## config.mk

```make
export PLATFORM = sky130hd
export DESIGN_NAME = icache
export DESIGN_NICKNAME = d
export VERILOG_FILES = /design/src/rtl/icache_pkg.sv /design/src/rtl/icache_array.sv /design/src/rtl/icache.sv
export SDC_FILE = /design/constraint.sdc
export NUM_CORES = 2
export LEC_CHECK = 0
export CORE_MARGIN = 8
export CORE_UTILIZATION = 25
export DETAILED_ROUTE_END_ITERATION = 8
export GPL_TIMING_DRIVEN = 0
export PLACE_DENSITY = 0.44
export SETUP_SLACK_MARGIN = 0.4
export SYNTH_ARGS = -nofsm -noshare
export SYNTH_HDL_FRONTEND = slang
export SYNTH_MEMORY_MAX_BITS = 65536
export SYNTH_SLANG_ARGS = --single-unit
```

## constraint.sdc

```tcl
create_clock -name clk -period 10.9 [get_ports clk]
set_input_delay 2.18 -clock clk [delete_from_list [all_inputs] [get_ports clk]]
set_output_delay 2.18 -clock clk [all_outputs]
set_load 0.05 [all_outputs]
```

## src/rtl/icache_pkg.sv

```systemverilog
// Shared definitions for the direct-mapped instruction cache: default geometry,
// derived address-field widths and the line-fill state encoding.
package icache_pkg;

   localparam int ADDR_W    = 16;
   localparam int DATA_W    = 16;
   localparam int LINES_DEF = 32;
   localparam int WORDS_DEF = 8;

   localparam int OFF_W = $clog2(WORDS_DEF);
   localparam int IDX_W = $clog2(LINES_DEF);
   localparam int TAG_W = ADDR_W - 1 - OFF_W - IDX_W;

   typedef enum logic {
      IDLE,
      FILL
   } state_t;

endpackage

```

## src/rtl/icache_array.sv

```systemverilog
// Tag/valid/data storage for the instruction cache: combinational lookup read,
// single-word synchronous fill write, and a valid array that alone is reset.
module icache_array
   import icache_pkg::*;
#(
   parameter  int LINES = LINES_DEF,
   parameter  int WORDS = WORDS_DEF,
   localparam int OW    = $clog2(WORDS),
   localparam int IW    = $clog2(LINES),
   localparam int TW    = ADDR_W - 1 - OW - IW
) (
   input  logic              clk,
   input  logic              rst_n,
   input  logic [IW-1:0]     rd_index,
   input  logic [OW-1:0]     rd_offset,
   output logic              rd_valid,
   output logic [TW-1:0]     rd_tag,
   output logic [DATA_W-1:0] rd_word,
   input  logic              wr_en,
   input  logic [IW-1:0]     wr_index,
   input  logic [OW-1:0]     wr_offset,
   input  logic [DATA_W-1:0] wr_data,
   input  logic              inval_en,
   input  logic              install_en,
   input  logic [TW-1:0]     install_tag
);

   logic [LINES-1:0]  valid;
   logic [TW-1:0]     tag_mem  [LINES];
   logic [DATA_W-1:0] data_mem [LINES*WORDS];

   assign rd_valid = valid[rd_index];
   assign rd_tag   = tag_mem[rd_index];
   assign rd_word  = data_mem[{rd_index, rd_offset}];

   // A line is dropped when its refill starts so a half-written line never hits.
   always_ff @(posedge clk) begin
      if (!rst_n) begin
         valid <= '0;
      end else if (install_en) begin
         valid[wr_index] <= 1'b1;
      end else if (inval_en) begin
         valid[wr_index] <= 1'b0;
      end
   end

   always_ff @(posedge clk) begin
      if (wr_en) begin
         data_mem[{wr_index, wr_offset}] <= wr_data;
      end
      if (install_en) begin
         tag_mem[wr_index] <= install_tag;
      end
   end

endmodule

```

## src/rtl/icache.sv

```systemverilog
// Direct-mapped read-only instruction cache: zero-latency hits, and a line-fill
// FSM that streams a missing line from pipelined memory while stalling fetch.
module icache
   import icache_pkg::*;
#(
   parameter int LINES = LINES_DEF,
   parameter int WORDS = WORDS_DEF
) (
   input  logic              clk,
   input  logic              rst_n,
   input  logic              fetch_en,
   input  logic [ADDR_W-1:0] fetch_addr,
   output logic [DATA_W-1:0] instr,
   output logic              instr_valid,
   output logic              stall,
   output logic              mem_req,
   output logic [ADDR_W-1:0] mem_addr,
   input  logic [DATA_W-1:0] mem_rdata,
   input  logic              mem_rvalid,
   output logic [15:0]       miss_count
);

   localparam int OW = $clog2(WORDS);
   localparam int IW = $clog2(LINES);
   localparam int TW = ADDR_W - 1 - OW - IW;
   localparam int CW = OW + 1;

   state_t        state;
   logic [IW-1:0] fill_idx;
   logic [TW-1:0] fill_tag;
   logic [CW-1:0] req_cnt;
   logic [CW-1:0] rsp_cnt;

   logic [OW-1:0]     lk_off;
   logic [IW-1:0]     lk_idx;
   logic [TW-1:0]     lk_tag;
   logic              addr_lsb_unused;
   logic              rd_valid;
   logic [TW-1:0]     rd_tag;
   logic [DATA_W-1:0] rd_word;
   logic              idle;
   logic              hit;
   logic              miss_start;
   logic              rsp_fire;
   logic              last_rsp;

   assign lk_off          = fetch_addr[OW:1];
   assign lk_idx          = fetch_addr[OW+IW:OW+1];
   assign lk_tag          = fetch_addr[ADDR_W-1:OW+IW+1];
   assign addr_lsb_unused = fetch_addr[0];

   assign idle        = (state == IDLE);
   assign hit         = fetch_en & rd_valid & (rd_tag == lk_tag);
   assign miss_start  = idle & fetch_en & ~hit;
   assign rsp_fire    = (state == FILL) & mem_rvalid;
   assign last_rsp    = rsp_fire & (rsp_cnt == CW'(WORDS - 1));

   assign instr_valid = hit & idle;
   assign instr       = instr_valid ? rd_word : '0;
   assign stall       = (fetch_en & ~hit) | ~idle;

   assign mem_req     = (state == FILL) & (req_cnt < CW'(WORDS));
   assign mem_addr    = {fill_tag, fill_idx, req_cnt[OW-1:0], 1'b0};

   icache_array #(
      .LINES (LINES),
      .WORDS (WORDS)
   ) u_array (
      .clk         (clk),
      .rst_n       (rst_n),
      .rd_index    (lk_idx),
      .rd_offset   (lk_off),
      .rd_valid    (rd_valid),
      .rd_tag      (rd_tag),
      .rd_word     (rd_word),
      .wr_en       (rsp_fire),
      .wr_index    (idle ? lk_idx : fill_idx),
      .wr_offset   (rsp_cnt[OW-1:0]),
      .wr_data     (mem_rdata),
      .inval_en    (miss_start),
      .install_en  (last_rsp),
      .install_tag (fill_tag)
   );

   // Requests and responses are counted independently; the fill ends on the
   // last response, which also installs the tag through the array.
   always_ff @(posedge clk) begin
      if (!rst_n) begin
         state      <= IDLE;
         fill_idx   <= '0;
         fill_tag   <= '0;
         req_cnt    <= '0;
         rsp_cnt    <= '0;
         miss_count <= '0;
      end else begin
         case (state)
            IDLE: begin
               if (miss_start) begin
                  fill_idx <= lk_idx;
                  fill_tag <= lk_tag;
                  req_cnt  <= '0;
                  rsp_cnt  <= '0;
                  if (miss_count != 16'hFFFF) begin
                     miss_count <= miss_count + 16'd1;
                  end
                  state <= FILL;
               end
            end
            FILL: begin
               if (mem_req) begin
                  req_cnt <= req_cnt + CW'(1);
               end
               if (rsp_fire) begin
                  rsp_cnt <= rsp_cnt + CW'(1);
               end
               if (last_rsp) begin
                  state <= IDLE;
               end
            end
            default: state <= IDLE;
         endcase
      end
   end

endmodule

```

==> qor.csv <==
metric,value,unit
share of layout cells above drive strength 1,33.68,%
core box area,671900,um2
worst min path class,reg2reg,
Power per Cell Area,179.9,nW/um2
Most Frequent Cell on Critical Path,buf_6,
setup violation total in the final timing report,0,
Initial Utilization,25.08,%
Final Core Density,30.00,%
maximum vdd ir drop,151.3,uV
register area share after synthesis,77.80,%
Slew headroom,3.220,%
CTS max path bufs,4,
die height,837.0,um
critical path arrival,8.40,ns
Yosys cell types,63,
GRT Util Overall,14.26,%
Least-Margin Pin Slew,1.452,ns
final setup margin,0.3162,ns
max frequency,94.48,MHz
Clock Sinks,4389,
cell chain of the critical path,clkdlybuf4s50_1 > buf_6 > inv_1 > clkdlybuf4s15_2 > a31oi_1 > nand4_1 > xor2_1 > or4_4 > or3_1 > buf_6 > buf_6 > a31oi_1 > clkdlybuf4s50_1,
period utilisation layout,97.10,%
vias in the first global route,82140,
Synth Cell Area,168500,um2
critical path's top delay family,buffers and inverters,
width of the die,837.0,um
Worst Setup Path Type,in2out,
CTS tree,built,
Post-Route WL,516.9,mm
Crit path buffers/inverters,7,
fin crit period,10.58,ns
CTS Hold Bufs,0,
Routed WL per cell,30.07,um
Final Hold Vio Count,0,
Pwr Total,0.03626,W
"Slowest-stage cell, CP",clkdlybuf4s50_1,
cts bufs inserted,465,
Critical Path Sink Type,primary output,
I/O pin count,87,
RSZ-0062 raised after global routing,false,
Fillers,64620,
Leak,60.40,nW
Post-DRT Antenna Nets,0,
clk root buf,clkbuf_16,
skew final,0.1054,ns
Vias/cell,4.651,
Post-synth ARST share,0,%
worst path required time,8.72,ns
Worst-path clk slew,0.05,ns
Buffers on Ports,79,
largest net degree at the start of global routing,125,
max-slew violation total from the final report,0,
total number of yosys warnings,0,
syn_nets,7043,
Synth Flop Type,edfxtp_1,
total number of vias,79970,
DRT iter0 DRCs,9003,
worst-path fanout max,10,
type of origin of the critical path,input port,
"FF+latch count, synth",4389,
DP HPWL,358.4,mm
number of H-tree levels,5,
outcome,"finished, final reports clean",
gpl congestion,0.8317,
max incr delay on CP,0.98,ns
max-cap violations,0,
initial antenna violation count,70,
post-synthesis cell count,7001,
global-route wire length before repair,702.7,mm
area of the multi-input gates,36330,um2
sequential cell area,131100,um2
DR pass1 iterations,7,
Clock Latency Late Sink,1.03,ns
FP Rows,301,
TNS Setup,0,ns
post-CTS setup buffers,0,
Post-synth EDFFs,4320,
Mean Syn Cell Area,24.07,um2
Die ar.,700600,um2
number of remaining DRC errors,0,
global route overflow,0,
fin nets,7869,
dpl ws,-0.1547,ns
Layout area overhead,19.60,%
==> cell type report <==
type	count	share of cell area (%)
Timing Repair Buffer	359	2.861
Clock buffer	565	5.997
Sequential cell	4389	65.06
Antenna cell	29	0.03601
Buffer	394	0.9244
Multi-Input combinational cell	2204	18.03
Inverter	14	0.02608
Tap cell	8938	5.549
Clock inverter	300	1.524
==> metrics by stage <==
stage	cells	hold WS [ns]	area, um2
2_1_floorplan	7001	0.4805	168500
3_3_place_gp	16020	0.5003	180500
3_5_place_dp	16300	0.5079	186200
4_1_cts	17160	0.5158	201500
5_1_grt	17170	0.5379	201500
6_report	17190	0.5125	201500
==> cell families after synthesis <==
kind of cell,Yosys count,synth area share (%)
compound gates,193,0.6965
xor+xnor,7,0.03638
fa+ha+maj,6,0.04455
buf+inv,408,1.072
flops,4389,77.80
mux,1428,18.89
other cells,1,0.002225
simple gates,569,1.457
==> state kept, by name, indices dropped and copies added (netlist names), named ones only <==
signal and cells:
u_array.data_mem 4096, u_array.tag_mem 224, miss_count 16, fill_tag 7, fill_idx 5, req_cnt 4
rsp_cnt 4, state 1
==> cells in the final DEF (no fill, tap or decap), types with 68 or more instances in the layout <==
| cell type | count |
|---|---|
| clkinv_2 | 93 |
| clkinv_1 | 116 |
| clkbuf_1 | 281 |
| nand2_1 | 105 |
| edfxtp_1 | 4320 |
| nor2_2 | 256 |
| nor2_1 | 68 |
| clkbuf_16 | 468 |
| buf_8 | 218 |
| mux4_2 | 1387 |
==> worst paths after layout <==
check,slack [ns],cells after the start,from,endpoint
max,0.32,13,fetch_addr[4],instr[14]
min,0.51,2,miss_count[1],miss_count[1]
max reg2reg,6.40,6,state,u_array.data_mem[220][6]
min reg2reg,0.51,2,miss_count[1],miss_count[1]
==> per-layer routing <==
layer | up-vias | global-route usage (%) | wire length [um]
met5 | - | 0 | 40
met4 | 6 | 4.053 | 15820
met3 | 634 | 2.074 | 31140
met2 | 2963 | 23.14 | 244900
met1 | 44400 | 19.92 | 225000
li1 | 31970 | - | -
==> synth_stat cells (6+ instances only) <==
master    count  share of area (%)
nor3_1        6              0.018
clkbuf_1    232               0.52
mux4_2     1387                 19
nand2b_1     15              0.056
a21oi_1      66               0.20
inv_1        13              0.029
a31oi_1      23              0.085
ha_1          6              0.045
o22ai_1      13              0.048
buf_4        17              0.076
or3_1         9              0.033
nor2_1      324               0.72
nand2_1     105               0.23
mux2_2       14              0.094
buf_2        54               0.16
nand4_1      11              0.041
a22oi_1       6              0.027
and3_1        7              0.026
edfxtp_1   4320                 77
buf_6        10              0.067
nand3_1      42               0.12
dfxtp_1      69               0.82
nor2b_1      27               0.10
mux4_1       10               0.16
mux2i_1      17               0.10
or4_1         6              0.027
buf_1        75               0.17
o31ai_1       8              0.036
a41oi_1       8              0.042
o21ai_0      38               0.11
==> power breakdown <==
group	leakage [nW]	internal [W]	total (W)	switching [W]
Combinational	13.6	0.000681	0.00196	0.00128
Sequential	39.4	0.0185	0.0186	0.0000232
Clock	7.38	0.00903	0.0157	0.00670
Total	60.4	0.0283	0.0363	0.00801
==> worst reg2reg max path, stage by stage (launching register included) <==
cell and delay [ns]:
dfxtp_1 0.32, clkbuf_1 0.27, and3_1 0.21, clkbuf_1 0.40, nand3_1 1.03, clkbuf_2 0.88
nor2_2 0.98
==> timing repair <==
action / CTS / global route
endpoints found under the hold margin: 0 / 0
setup endpoints to repair: 16 / 3
resized for setup: 36 / 9
No activity file was read; power rests on OpenSTA's default activity.
